==> config.mk <==
export PLATFORM = sky130hd
export DESIGN_NAME = byte_unstriping
export DESIGN_NICKNAME = d
export VERILOG_FILES = /design/src/rtl/byte_unstriping.sv
export SDC_FILE = /design/constraint.sdc
export NUM_CORES = 1
export LEC_CHECK = 0
export BUFFER_PORTS_ARGS = -buffer_cell sky130_fd_sc_hd__clkbuf_2
export CAP_MARGIN = 25
export CORE_MARGIN = 2
export CORE_UTILIZATION = 50
export CTS_BUF_LIST = sky130_fd_sc_hd__clkbuf_16
export CTS_CLUSTER_SIZE = 16
export DETAILED_ROUTE_END_ITERATION = 10
export HOLD_SLACK_MARGIN = 0.03
export MAX_ROUTING_LAYER = met4
export PLACE_DENSITY = 0.72
export SETUP_SLACK_MARGIN = 0.15
export SLEW_MARGIN = 0
export SYNTH_ARGS = -nofsm -noshare
export SYNTH_HDL_FRONTEND = slang
export SYNTH_SLANG_ARGS = --single-unit
==> constraint.sdc <==
create_clock -name clk_2f -period 6.2 [get_ports clk_2f]
set_clock_uncertainty 0.15 [all_clocks]
set_input_delay 1.24 -clock clk_2f [delete_from_list [all_inputs] [get_ports clk_2f]]
set_output_delay 1.24 -clock clk_2f [all_outputs]
set_load 0.05 [all_outputs]
==> src/rtl/byte_unstriping.sv <==
// byte_unstriping: merges two skewed byte lanes back into one stream in strict lane 0 / lane 1 order
module byte_unstriping #(
  parameter int WIDTH = 8,
  parameter int DEPTH = 4
) (
  input  logic             clk_2f,
  input  logic             reset,
  input  logic [WIDTH-1:0] lane_0,
  input  logic             valid_0,
  input  logic [WIDTH-1:0] lane_1,
  input  logic             valid_1,
  output logic [WIDTH-1:0] data_out,
  output logic             valid_out,
  output logic             next_lane,
  output logic             overflow_err
);
  localparam int AW = $clog2(DEPTH);
  logic [1:0][WIDTH-1:0] lane, head;
  logic [1:0] valid, ready, pop, push;
  assign lane = {lane_1, lane_0};
  assign valid = {valid_1, valid_0};
  assign pop = {next_lane & ready[1], ~next_lane & ready[0]};
  for (genvar i = 0; i < 2; i++) begin : g_lane
    logic [WIDTH-1:0] mem [DEPTH];
    logic [AW-1:0] wr_ptr, rd_ptr;
    logic [AW:0] count;
    assign ready[i] = count != '0;
    assign push[i] = valid[i] & ((count != (AW+1)'(DEPTH)) | pop[i]);
    assign head[i] = mem[rd_ptr];
    always_ff @(posedge clk_2f or posedge reset)
      if (reset) begin
        wr_ptr <= '0;
        rd_ptr <= '0;
        count <= '0;
      end else begin
        if (push[i]) wr_ptr <= wr_ptr + AW'(1);
        if (pop[i]) rd_ptr <= rd_ptr + AW'(1);
        count <= count + (AW+1)'(push[i]) - (AW+1)'(pop[i]);
      end
    always_ff @(posedge clk_2f)
      if (push[i]) mem[wr_ptr] <= lane[i];
  end
  always_ff @(posedge clk_2f or posedge reset)
    if (reset) begin
      data_out <= '0;
      valid_out <= 1'b0;
      next_lane <= 1'b0;
      overflow_err <= 1'b0;
    end else begin
      valid_out <= |pop;
      if (|pop) begin
        data_out <= head[next_lane];
        next_lane <= ~next_lane;
      end
      if (|(valid & ~push)) overflow_err <= 1'b1;
    end
endmodule

==> impl_metrics.env <==
export IMPL_timing_critical_path_required_ns=4.81
export IMPL_overflow=0
export IMPL_power_leakage_uw=0.00159
export IMPL_drcViolationCount=0
export IMPL_cp_end_kind="output pin"
export IMPL_comb_power_share_pct=32.1
export IMPL_mostFrequentLayoutCell="edfxtp_1"
export IMPL_fill_cells=558
export IMPL_cp_peak_stage_delay_ns=0.79
export IMPL_io_buffer_count=30
export IMPL_clk_root_buffer_cell="clkbuf_16"
export IMPL_global_route_peak_usage_layer="met2"
export IMPL_grt_util_met1_pct=23.3
export IMPL_postRouteAntennaNets=0
export IMPL_hpwlAfterDp_mm=4.07
export IMPL_upper_clock_frequency_limit_mhz=344
export IMPL_insertedDiodeCount=0
export IMPL_nets=282
export IMPL_first_global_vias=1979
export IMPL_class_of_the_tightest_hold_or_removal_check="flip-flop to flip-flop"
export IMPL_dpl_cell_count=335
export IMPL_synth_area_per_cell_um2=17.2
export IMPL_cts_root_to_sink_buffers=2
export IMPL_post_cts_resized_instances=0
export IMPL_crit_type="flip-flop to output pin"
export IMPL_synth_simple_gate_area_share_pct=5.69
export IMPL_grtUsageMet3_pct=4.11
export IMPL_1st_pass_router_iterations=4
export IMPL_synth_compound_gate_area_share_pct=3.88
export IMPL_clock_power_share_pct=23.6
export IMPL_r2r_setup_slack_ns=3.48
export IMPL_antenna_violations_before_repair=0
export IMPL_cts_num_sinks=89
export IMPL_starting_density_of_the_core_pct=51.2
export IMPL_placed_area_um2=3900
export IMPL_final_min_period_over_clock_period_pct=46.9
export IMPL_vias=1837
export IMPL_syn_instance_count=213
export IMPL_post_synthesis_cell_area_um2=3670
export IMPL_power_report_internal_total_uw=1450
export IMPL_layout_drive_gt1_share_pct=27.0
export IMPL_gr_usage_all_layers_pct=17.0
export IMPL_insertion_delay_ns=0.33
export IMPL_synth_lib_cells_used_distinct=33
export IMPL_synth_seq_cells=89
export IMPL_first_iter_violations=109
export IMPL_hold_violations=0
export IMPL_power_density_nw_per_um2=531
export IMPL_cap_viol_max_count=0
export IMPL_vdd_ir_drop_worst_uv=261
export IMPL_syn_to_final_growth_pct=15.0
export IMPL_worst_ep_arrival_time_ns=1.52
export IMPL_setup_repair_after_global_routing_missed_its_margin="no"
export IMPL_core_area_um2=7180
export IMPL_tritoncts="done"
export IMPL_final_number_of_setup_violating_endpoints=0
export IMPL_pwr_share_seq_pct=44.3
export IMPL_die_h_um=89.7
export IMPL_routed_via_density=5.23
export IMPL_io_pins=31
export IMPL_drt_wl_total_mm=5.96
export IMPL_cts_hold_buf=0
export IMPL_cts_setup_buffers=0
export IMPL_highest_delay_cell_along_the_critical_path="dfrtp_1"
export IMPL_tritoncts_num_buffers=9
export IMPL_placement_rows=31
export IMPL_layout_core_utilization_pct=58.8
export IMPL_synth_ff_type="edfxtp_1"
export IMPL_global_route_wire_length_before_repair_mm=10.2
export IMPL_dieWidth_um=89.7
export IMPL_post_route_min_period_ns=2.91
export IMPL_ys_seq_area_share_pct=69.3
export IMPL_synth_top_family_by_area="multiplexers"
export IMPL_clk_pin_slew_worst_paths_ns=0.06
export IMPL_htree_num_levels=3
export IMPL_critical_path_buf_inv_count=1
export IMPL_grt_util_met2_pct=25.1
export IMPL_finalWeightedCongestion=0.734
export IMPL_fin_hold_ws_ns=0.336
export IMPL_critical_path_cell_sequence="clkbuf_2"
export IMPL_rel_slew_slack_pct=53.6
export IMPL_worst_pin_slew_ns=0.696
export IMPL_synth_warning_count=0
export IMPL_sw_frac_of_total_pct=35.4
export IMPL_net_count_after_synthesis=247
export IMPL_instances_no_fill=351
export IMPL_finalMaxSlewViolations=0
export IMPL_synth_edf_count=64
export IMPL_switchingPower_uw=793
export IMPL_synthAdderAreaFrac_pct=5.18
export IMPL_result_of_the_run="finished clean"
export IMPL_crit_path_max_fanout=23
export IMPL_ys_async_sr_fraction_pct=28.1
export IMPL_synth_mux_area_share_pct=10.5
export IMPL_stdcell_area_um2=4220
export IMPL_finalSetupTns_ns=0
export IMPL_grt_start_max_net_pins=26
export IMPL_startpoint_type="flip-flop"
export IMPL_synth_xor_area_share_pct=2.38
export IMPL_mostFrequentLayoutCells="edfxtp_1 (64), clkbuf_2 (30), dfrtp_1 (25)"
export IMPL_dieArea_um2=8050
export IMPL_crit_family="flip-flops"
export IMPL_avgRoutedWirePerCell_um=17.0
-- flip-flops by register name, summed over array words and instances (netlist names) --
register,flops
next_lane,1
overflow_err,1
g_lane.count,6
valid_out,1
g_lane.wr_ptr,4
g_lane.mem,64
data_out,8
g_lane.rd_ptr,4
-- routing by layer --
layer  vias up  part of all wire [%]
met5         -                     0
met2        43                    47
met1       914                    47
met4         0                   1.9
met3         9                   4.0
li1        871                     -
-- path summary, 6_finish.rpt --
check                                             start  cells past startpoint                      endpoint
setup / recovery                  next_lane$_DFFE_PP0P_                      1                     next_lane
hold reg to reg                overflow_err$_DFFE_PP0P_                      2      overflow_err$_DFFE_PP0P_
min in group asynchronous                         reset                      2  g_lane[1].count[2]$_DFF_PP0_
setup reg to reg           g_lane[0].count[1]$_DFF_PP0_                      9  g_lane[0].count[2]$_DFF_PP0_
max in group asynchronous                         reset                      3       data_out[0]$_DFFE_PP0P_
hold / removal                 overflow_err$_DFFE_PP0P_                      2      overflow_err$_DFFE_PP0P_
-- final cells by class --
cell class	instances	area, um^2	share of cell area (%)
clock inverters	6	68.8	1.63
flip-flops and latches	89	2550	60.3
inverters	15	56.3	1.33
well taps	99	124	2.93
clock buffers	9	225	5.33
multi-input cells	101	1020	24.1
repair buffers	32	185	4.39
-- Yosys cell counts (3+ instances only) --
cell / count / area, um^2
a21oi_1: 8 / 40.0
a32oi_1: 4 / 35.0
and2_1: 9 / 56.3
dfrtp_1: 25 / 626
edfxtp_1: 64 / 1920
ha_1: 12 / 150
inv_1: 15 / 56.3
mux4_2: 16 / 360
nand2_1: 14 / 52.6
nor2_1: 6 / 22.5
o32ai_1: 4 / 35.0
xnor2_1: 7 / 61.3
xor2_1: 3 / 26.3
-- cells by family after synthesis --
| logic type | after synthesis |
|---|---|
| mux | 18 |
| xor+xnor | 10 |
| compound gates | 20 |
| simple gates | 39 |
| flops | 89 |
| fa+ha+maj | 14 |
| buf+inv | 23 |
-- power groups by stage --
stage	clock network, uW	logic (uW)	registers [uW]
after floorplan	0	524	1030
after detailed placement	0	728	1010
after global routing	559	803	1020
after CTS	538	734	997
after global placement	0	703	1000
final	529	720	992
-- metrics by stage --
step	power, uW	setup WS [ns]
final	2240	3.29
after global routing	2380	3.19
after CTS	2270	3.29
after detailed placement	1730	3.32
after global placement	1700	3.27
after floorplan	1550	3.66
Note: power is estimated with default switching activity, not from simulation.
